### config.mk
export PLATFORM = sky130hd
export DESIGN_NAME = pag_refill_seq
export DESIGN_NICKNAME = d
export VERILOG_FILES = /design/src/rtl/pag_refill_seq.sv
export SDC_FILE = /design/constraint.sdc
export NUM_CORES = 1
export LEC_CHECK = 0
export ABC_AREA = 1
export BUFFER_PORTS_ARGS = -buffer_cell sky130_fd_sc_hd__buf_2
export CAP_MARGIN = 20
export CORE_ASPECT_RATIO = 1.5
export CORE_MARGIN = 4
export CORE_UTILIZATION = 51
export CTS_BUF_LIST = sky130_fd_sc_hd__clkbuf_2 sky130_fd_sc_hd__clkbuf_4 sky130_fd_sc_hd__clkbuf_8
export CTS_CLUSTER_DIAMETER = 120
export DETAILED_ROUTE_END_ITERATION = 10
export GPL_TIMING_DRIVEN = 0
export PLACE_DENSITY = 0.88
export SLEW_MARGIN = 5
export SYNTH_ARGS = -nofsm -noshare
export SYNTH_HDL_FRONTEND = slang
export SYNTH_SLANG_ARGS = --single-unit
### constraint.sdc
create_clock -name clk -period 3.4 [get_ports clk]
set_input_delay 0.68 -clock clk [delete_from_list [all_inputs] [get_ports clk]]
set_output_delay 0.68 -clock clk [all_outputs]
set_load 0.01 [all_outputs]
### src/rtl/pag_refill_seq.sv
// Page-table refill sequencer: fetches a page-map word from the UPT/EPT on a PT miss,
// writes it into the PT and PT directory. Optional parity check: PAG_REFILL_PAR_CHK_EN.
module pag_refill_seq #(
    parameter int TIMEOUT = 64
) (
    input  logic        clk,
    input  logic        rst_l,
    input  logic        pag4_page_refill_l,
    input  logic        refill_abort_h,
    input  logic [13:0] vma_13to26_h,
    input  logic        mcl_vma_user_h,
    input  logic [12:0] ubr_page_h,
    input  logic [12:0] ebr_page_h,
    output logic        mem_req_h,
    output logic [21:0] mem_adr_h,
    input  logic        mem_ack_h,
    input  logic        mem_data_valid_h,
    input  logic [35:0] mem_data_h,
    input  logic        mem_par_h,
    output logic [35:0] pt_wr_data_h,
    output logic [1:0]  pt_wr_sel_h,
    output logic        pt_wr_l,
    output logic        pt_dir_wr_l,
    output logic [5:0]  pt_dir_tag_h,
    output logic        refill_busy_h,
    output logic        refill_done_h,
    output logic        refill_error_h,
    output logic [1:0]  refill_err_code_h
);

    localparam int CW = $clog2(TIMEOUT);

    typedef enum logic [2:0] {
        S_IDLE, S_REQ, S_WAIT, S_CHECK, S_WRITE, S_DIR, S_DONE, S_ERR
    } state_t;

    state_t        state, state_nx;
    logic [CW-1:0] tmo_cnt;
    logic          tmo_hit;
    logic          par_err;
    logic          start, cap_data;
    logic [1:0]    err_code_d;

    // vma bit n sits at index 26-n: [13:9] dir tag, [8:1] map index, [0] half select.
    // Both halves are always written, so the half select is not needed here.
    logic unused_half;
    assign unused_half = vma_13to26_h[0];

`ifdef PAG_REFILL_PAR_CHK_EN
    logic par_q;
    // Odd parity over data+parity bit; an even result is an error.
    assign par_err = ~(^{pt_wr_data_h, par_q});
    always_ff @(posedge clk) begin
        if (!rst_l)
            par_q <= 1'b0;
        else if (cap_data)
            par_q <= mem_par_h;
    end
`else
    logic unused_par;
    assign unused_par = mem_par_h;
    assign par_err    = 1'b0;
`endif

    assign tmo_hit = (tmo_cnt == CW'(TIMEOUT - 1));

    always_comb begin
        state_nx   = state;
        start      = 1'b0;
        cap_data   = 1'b0;
        err_code_d = refill_err_code_h;
        case (state)
            S_IDLE:  if (!pag4_page_refill_l && !refill_abort_h) begin
                         state_nx   = S_REQ;
                         start      = 1'b1;
                         err_code_d = 2'b00;
                     end
            S_REQ:   if (mem_ack_h)    state_nx = S_WAIT;
                     else if (tmo_hit) state_nx = S_ERR;
            S_WAIT:  if (mem_data_valid_h) begin
                         state_nx = S_CHECK;
                         cap_data = 1'b1;
                     end else if (tmo_hit) begin
                         state_nx = S_ERR;
                     end
            S_CHECK: state_nx = par_err ? S_ERR : S_WRITE;
            S_WRITE: state_nx = S_DIR;
            S_DIR:   state_nx = S_DONE;
            S_DONE:  state_nx = S_IDLE;
            S_ERR:   state_nx = S_IDLE;
            default: state_nx = S_IDLE;
        endcase
        if (state_nx == S_ERR)
            err_code_d = (state == S_CHECK) ? 2'b01 : 2'b10;
        // Abort overrides every other transition and suppresses all captures.
        if (refill_abort_h && state != S_IDLE) begin
            state_nx   = S_IDLE;
            cap_data   = 1'b0;
            err_code_d = refill_err_code_h;
        end
    end

    always_ff @(posedge clk) begin
        if (!rst_l) begin
            state             <= S_IDLE;
            tmo_cnt           <= '0;
            mem_req_h         <= 1'b0;
            mem_adr_h         <= '0;
            pt_wr_data_h      <= '0;
            pt_wr_sel_h       <= 2'b00;
            pt_wr_l           <= 1'b1;
            pt_dir_wr_l       <= 1'b1;
            pt_dir_tag_h      <= '0;
            refill_busy_h     <= 1'b0;
            refill_done_h     <= 1'b0;
            refill_error_h    <= 1'b0;
            refill_err_code_h <= 2'b00;
        end else begin
            state             <= state_nx;
            mem_req_h         <= (state_nx == S_REQ);
            pt_wr_l           <= (state_nx != S_WRITE);
            pt_wr_sel_h       <= (state_nx == S_WRITE) ? 2'b11 : 2'b00;
            pt_dir_wr_l       <= (state_nx != S_DIR);
            refill_busy_h     <= (state_nx != S_IDLE);
            refill_done_h     <= (state_nx == S_DONE);
            refill_error_h    <= (state_nx == S_ERR);
            refill_err_code_h <= err_code_d;
            if (start) begin
                tmo_cnt      <= '0;
                mem_adr_h    <= {mcl_vma_user_h ? ubr_page_h : ebr_page_h,
                                 ~mcl_vma_user_h, vma_13to26_h[8:1]};
                pt_dir_tag_h <= {mcl_vma_user_h, vma_13to26_h[13:9]};
            end else if (state == S_REQ || state == S_WAIT) begin
                tmo_cnt <= tmo_cnt + 1'b1;
            end
            if (cap_data)
                pt_wr_data_h <= mem_data_h;
        end
    end

endmodule
==> impl_metrics.tcl, run 1 <==
set metrics [dict create \
    grt_usage 0.227 \
    ir_worst_vdd_uv 334 \
    path_cells "buf_2 -> inv_1 -> clkbuf_1 -> clkbuf_1 -> a21oi_1" \
    p_leak_uw 0.00201 \
    tightest_slew_ns 0.470 \
    clock_sinks 82 \
    cts_buffer_depth 2 \
    fillCellCount 465 \
    drv_slew 0 \
    end_kind "flip-flop" \
    synth_cells 404 \
    ff_latch_area_um2 1640 \
    rsz0062_at_grt "no" \
    setup_viol 0 \
    avgSynthCellArea_um2 7.82 \
    startpoint_type "primary input" \
    clockRootBuffer "clkbuf_8" \
    synth_top_family_by_area "compound AO/OA/AOI/OAI gates" \
    diodes 0 \
    hold_violations 0 \
    powerDensity_nw_per_um2 451 \
    clk_pin_slew_ns 0.08 \
    worstPathRequired_ns 3.62 \
    tns_ns 0 \
    ctsHoldBuffers 0 \
    multi_input_area_um2 1190 \
    synth-compound-area-share 0.193 \
    outcome "complete, no violations" \
    yosys_warnings 0 \
    dp_hpwl_um 6670 \
    syn_nets 489 \
    vias 3199 \
    dieHeight_um 104 \
    start_util 0.534 \
    synth_mux_area_frac 0 \
    first_pass_iters 4 \
    arrival_ns 1.84 \
    wirelength_um 8430 \
    cts_tree "yes" \
    cts_resized 0 \
    rows 34 \
    post_drt_wl_per_cell_um 13.0 \
    max_stage_delay_ns 0.42 \
    hold_class "reg2reg" \
    crit_top_cell "clkbuf_1" \
    ys_ff_latch 82 \
    gp_congestion 0.825 \
    clock.fmax_mhz 617 \
    cp_max_fo 10 \
    die_area_um2 7550 \
    fin_crit_ns 1.62 \
    synth-simple-area-share 0.179 \
    area_delta_synth_final_pct 33.8 \
    finalPower_uw 1910 \
    drc 0 \
    antenna_found_initial 0 \
    boundaryPins 158 \
    cts_buffers 9 \
    synthAdderAreaFrac 0.00396 \
    htreeDepth 3 \
    vias_per_cell 4.94 \
    r2r_slack_ns 1.82 \
    cap_violations 0 \
    initialDrtViolationCount 190 \
    core_um2 5910 \
    synth_xor_area_frac 0 \
    grt_overflow 0 \
    nets 655 \
    grt_pass1_vias 3032 \
    port_buffers 155 \
    insertion_delay_ns 0.35 \
    drtAntennaViolNets 0 \
    die_x_um 72.3 \
    drive_above_1_share 0.351 \
    seq_area_frac_synth 0.519 \
    grt_max_degree 15 \
    crit_type "in2reg" \
    cp_top_family "buffers and inverters" \
    fin_skew_ns 0.0107 \
    post-cts-setup-buffer-count 0 \
    cp_slowest_cell "clkbuf_1" \
    crit_buf_inv 4 \
    synth.distinct_cells 27 \
    relSlewSlack 0.687 \
    min_period_over_period 0.477 \
    syn_area_um2 3160 \
    grt_pass1_wl_um 13600 \
]
[per-stage QoR]
stage / util / cells / cell area (um^2) / setup slack [ns] / hold slack, ns
after floorplan: - / 404 / 3160 / 1.87 / 0.423
after global placement: 0.681 / 631 / 4030 / 1.43 / 0.429
after detailed placement: 0.681 / 631 / 4030 / 1.42 / 0.434
after CTS: 0.715 / 647 / 4230 / 1.77 / 0.446
after global routing: 0.715 / 647 / 4230 / 1.64 / 0.465
final: 0.715 / 647 / 4230 / 1.78 / 0.443
[tightest hold or removal path, delay by kind of cell, from the launching register on]
| family | cells | cell delay (ns) |
|---|---|---|
| AOI/OAI and AO/OA | 1 | 0.05 |
| buffers and inverters | 1 | 0.05 |
| DFF | 1 | 0.31 |
[cell type report]
class,count,share of cell area
plain buffers,21,0.0275
multi-input cells,244,0.281
flip-flops and latches,82,0.388
well taps,72,0.0213
repair buffers,155,0.183
inverters,57,0.0506
clock buffers,11,0.0328
clock inverters,5,0.0148
[sequential cells by signal, summed over array words and instances (netlist names), 2 cells and up]
name,count
mem_adr_h,22
state,3
pt_wr_data_h,36
pt_dir_tag_h,6
tmo_cnt,6
refill_err_code_h,2
[metal layers]
layer / part of all wire / GRT usage
met1: 0.36 / 0.239
met2: 0.53 / 0.407
met3: 0.080 / 0.0590
met4: 0.026 / 0.0995
met5: 0 / 0
[path summary, 6_finish.rpt]
| check | endpoint | cells after the start | start |
|---|---|---|---|
| min reg2reg | pt_wr_data_h[0] | 2 | pt_wr_data_h[0] |
| max reg2reg | pt_wr_data_h[6] | 7 | state[0] |
| max | mem_adr_h[13] | 5 | rst_l |
| min | pt_wr_data_h[0] | 2 | pt_wr_data_h[0] |
[power breakdown]
group | switching (uW) | internal (uW) | total, uW
clock | 353 | 361 | 714
sequential | 15.2 | 987 | 1000
combinational | 107 | 84.9 | 192
total | 475 | 1430 | 1910
[Yosys cell counts]
cell,number,area [um^2]
o21ai_0,37,185
nor2_4,2,22.5
o21ai_1,4,20.0
ha_1,1,12.5
buf_1,2,7.51
nor2_2,4,25.0
a22oi_1,4,30.0
inv_2,2,7.51
nand2_1,87,327
nand3_1,8,40.0
a31oi_1,10,62.6
nand2_2,4,25.0
clkbuf_1,5,18.8
dfxtp_1,82,1640
nor3_1,2,10.0
buf_4,3,22.5
o21a_1,1,7.51
or2_1,1,6.26
nand4_1,2,12.5
nor3b_1,1,7.51
buf_2,9,45.0
inv_1,55,206
nor2_1,10,37.5
nand3_2,4,40.0
buf_6,2,22.5
nand4_2,1,12.5
a21oi_1,61,305
[cell usage in the layout, fill, tap and decap left out]
master | netlist | final
nand2_1 | 87 | 87
clkinvlp_4 | 0 | 2
clkbuf_8 | 0 | 9
o21ai_0 | 37 | 37
nor2_1 | 10 | 10
a31oi_1 | 10 | 10
nand3_1 | 8 | 8
o21a_1 | 1 | 1
clkbuf_1 | 5 | 5
dfxtp_1 | 82 | 82
nand3_2 | 4 | 4
clkbuf_4 | 0 | 2
nor3_1 | 2 | 2
nor2_2 | 4 | 4
nor2_4 | 2 | 2
ha_1 | 1 | 1
inv_2 | 2 | 2
buf_1 | 2 | 2
a21oi_1 | 61 | 61
a22oi_1 | 4 | 4
nand2_2 | 4 | 4
buf_2 | 9 | 164
inv_1 | 55 | 55
bufinv_16 | 0 | 1
buf_4 | 3 | 3
nor3b_1 | 1 | 1
nand4_1 | 2 | 2
or2_1 | 1 | 1
o21ai_1 | 4 | 4
buf_6 | 2 | 2
inv_6 | 0 | 2
nand4_2 | 1 | 1
[logic make-up (layout without fill, tap and decap cells)]
logic type               count (synthesis)  in the layout
flip-flops                              82             82
adder cells (fa/ha/maj)                  1              1
buffers and inverters                   78            249
AND/OR/NAND/NOR                        126            126
AO/OA/AOI/OAI                          117            117
Note: power is estimated with default switching activity, not from simulation.
==> run 2, diff against run 1 <==
--- a/config.mk
+++ b/config.mk
@@ -5,17 +5,17 @@
 export SDC_FILE = /design/constraint.sdc
 export NUM_CORES = 1
 export LEC_CHECK = 0
-export ABC_AREA = 1
+export ABC_AREA = 0
 export BUFFER_PORTS_ARGS = -buffer_cell sky130_fd_sc_hd__buf_2
 export CAP_MARGIN = 20
 export CORE_ASPECT_RATIO = 1.5
 export CORE_MARGIN = 4
-export CORE_UTILIZATION = 51
+export CORE_UTILIZATION = 43
 export CTS_BUF_LIST = sky130_fd_sc_hd__clkbuf_2 sky130_fd_sc_hd__clkbuf_4 sky130_fd_sc_hd__clkbuf_8
 export CTS_CLUSTER_DIAMETER = 120
 export DETAILED_ROUTE_END_ITERATION = 10
 export GPL_TIMING_DRIVEN = 0
-export PLACE_DENSITY = 0.88
+export PLACE_DENSITY = 0.78
 export SLEW_MARGIN = 5
 export SYNTH_ARGS = -nofsm -noshare
 export SYNTH_HDL_FRONTEND = slang
==> constraint.sdc (replaced) <==
create_clock -name clk -period 1.4 [get_ports clk]
set_input_delay 0.28 -clock clk [delete_from_list [all_inputs] [get_ports clk]]
set_output_delay 0.28 -clock clk [all_outputs]
set_load 0.01 [all_outputs]
==> impl_metrics.tcl, run 2 <==
set metrics [dict create \
    clock.fmax_mhz 665 \
    instances_no_fill 655 \
    start_util 0.440 \
    r2r_cells 4 \
    insertion_delay_ns 0.35 \
    timing.hold.ws_ns 0.156 \
    fin_skew_ns 0.00625 \
    synthArstFlopShare 0 \
    boundaryPins 158 \
    drive_above_1_share 0.499 \
    rr_startpoint "state[0]" \
    switching_share 0.240 \
    diodes 0 \
    synthTopCellsByArea "dfxtp_1 (49%), nand2_1 (13%), a21boi_0 (7.9%), mux2i_1 (3.9%), o211a_1 (3.9%)" \
    dieHeight_um 116 \
    setup_viol 23 \
    crit_path_start "state[0]" \
    hold_violations 0 \
    final_cell_mix "buf_2 (155), dfxtp_1 (77), nand2_1 (75)" \
    worstHoldStart "vma_13to26_h[11]" \
    place_inst 623 \
    failed_checks "setup timing" \
    area_delta_synth_final_pct 49.6 \
    grt_max_degree 15 \
    vias_per_cell 4.80 \
    reg_top3 "pt_wr_data_h (36), mem_adr_h (22)" \
    clock_sinks 82 \
    synthMostInstantiatedCell "nand2_1" \
    synth_top_area_frac 0.493 \
    clockRootBuffer "clkbuf_8" \
    p_leak_uw 0.00234 \
    hold_class "in2reg" \
    syn_area_um2 3330 \
    ir_worst_vdd_uv 590 \
    layout_commonest_cell "buf_2" \
    p_clk_frac 0.374 \
    tightest_slew_ns 0.503 \
    p_seq_frac 0.510 \
    grt_overflow 0 \
    seq_area_frac_synth 0.493 \
    comb_power_share 0.116 \
    synth_area_leader_cell "dfxtp_1" \
    grt_pass1_vias 2972 \
    grt_usage 0.180 \
    drtAntennaViolNets 0 \
    post_drt_wl_per_cell_um 13.5 \
    worstPathRequired_ns 1.68 \
    synth-edff-count 0 \
    relSlewSlack 0.665 \
    ys_ff_latch 82 \
    core_um2 7560 \
    first_pass_iters 4 \
    p_int_uw 3600 \
    synthFlopType "dfxtp_1" \
    arrival_ns 1.78 \
    yosys_warnings 0 \
    crit_type "reg2reg" \
    outcome "complete, but fails checks" \
    clk_pin_slew_ns 0.09 \
    vias 3146 \
    dp_hpwl_um 6410 \
    startpoint_type "flip-flop" \
    ctsHoldBuffers 0 \
    synth.distinct_cells 43 \
    gp_congestion 0.771 \
    grt_pass1_wl_um 13200 \
    largest_reg_flops 36 \
    avgSynthCellArea_um2 9.07 \
    fin_crit_ns 1.50 \
    drc 0 \
    cp_max_fo 7 \
    layout_setup_ws_ns -0.103 \
    cts_buffer_depth 2 \
    die_area_um2 9240 \
    wirelength_um 8840 \
    power.switching_uw 1140 \
    initialDrtViolationCount 101 \
    largest-register "pt_wr_data_h" \
    syn_nets 452 \
    powerDensity_nw_per_um2 950 \
    end_kind "flip-flop" \
    rsz0062_at_grt "yes" \
    antenna_found_initial 0 \
    port_buffers 154 \
    min_path_cells 3 \
    die_x_um 79.8 \
    synth_cells 367 \
    cts_buffers 9 \
    drv_slew 0 \
    nets 633 \
    synth_commonest_cells "nand2_1 (116), dfxtp_1 (82), a21boi_0 (35)" \
    cap_violations 0 \
    min_period_over_period 1.07 \
    htreeDepth 3 \
    rows 39 \
    cts_tree "yes" \
]
==> run 2: stage by stage <==
stage          setup slack [ns]  power [uW]  setup TNS, ns  cell area (um^2)  utilization
3_5_place_dp             -0.229        2930          -8.38              4260        0.564
5_1_grt                  -0.149        4940          -4.49              4980        0.659
4_1_cts                  -0.137        4730          -1.28              4580        0.605
6_report                 -0.103        4740         -0.579              4980        0.659
2_1_floorplan           -0.0366        2710         -0.114              3360            -
3_3_place_gp             -0.220        2920          -7.01              4260        0.564
==> run 2: cell type report <==
class	instances	area [um^2]
fillers	599	2580
multi-input cells	256	1780
flip-flops and latches	82	1660
repair buffers	172	991
plain buffers	24	205
clock buffers	11	151
well taps	102	128
clock inverters	5	61.3
inverters	3	11.3
==> run 2: metal layers <==
| metal | track usage | wire [um] | vias to the layer above |
|---|---|---|---|
| li1 | - | - | 1590 |
| met1 | 0.193 | 3300 | 1426 |
| met5 | 0 | 0 | - |
| met2 | 0.322 | 4620 | 120 |
| met4 | 0.0733 | 120 | 0 |
| met3 | 0.0591 | 793 | 10 |
==> run 2: cells by family (layout without fill, tap and decap cells) <==
kind of cell	Yosys count	in the layout	share of synthesized area
simple gates	157	157	0.212
xor+xnor	6	6	0.0158
fa+ha+maj	1	1	0.00376
flops	82	82	0.493
compound gates	79	79	0.194
buf+inv	29	215	0.0425
mux	13	13	0.0391
==> run 2: what timing repair did <==
action | 4_1_cts | 5_1_grt
hold endpoints to repair | 0 | 0
buffers inserted | 5 | 7
gates cloned | 1 | 5
gates resized for setup | 18 | 117
pin swaps | 6 | 42
endpoints found under the setup margin | 75 | 73
==> run 2: power by group through the flow <==
stage	sequential [uW]	clock, uW	combinational [uW]
floorplan	2500	0	212
global placement	2470	0	452
detailed placement	2470	0	460
CTS	2420	1820	491
global route	2430	1910	601
finish	2420	1770	549
==> run 2: path summary, 6_finish.rpt <==
check / end / slack (ns)
max: refill_error_h / -0.10
min: pt_dir_tag_h[2] / 0.16
max reg2reg: refill_error_h / -0.10
min reg2reg: mem_adr_h[3] / 0.45
==> run 2: critical path: stages (launching register included) <==
cell and delay, ns:
dfxtp_4 0.37, or3b_4 0.38, a21o_1 0.21, a31oi_4 0.28
nor3b_2 0.20
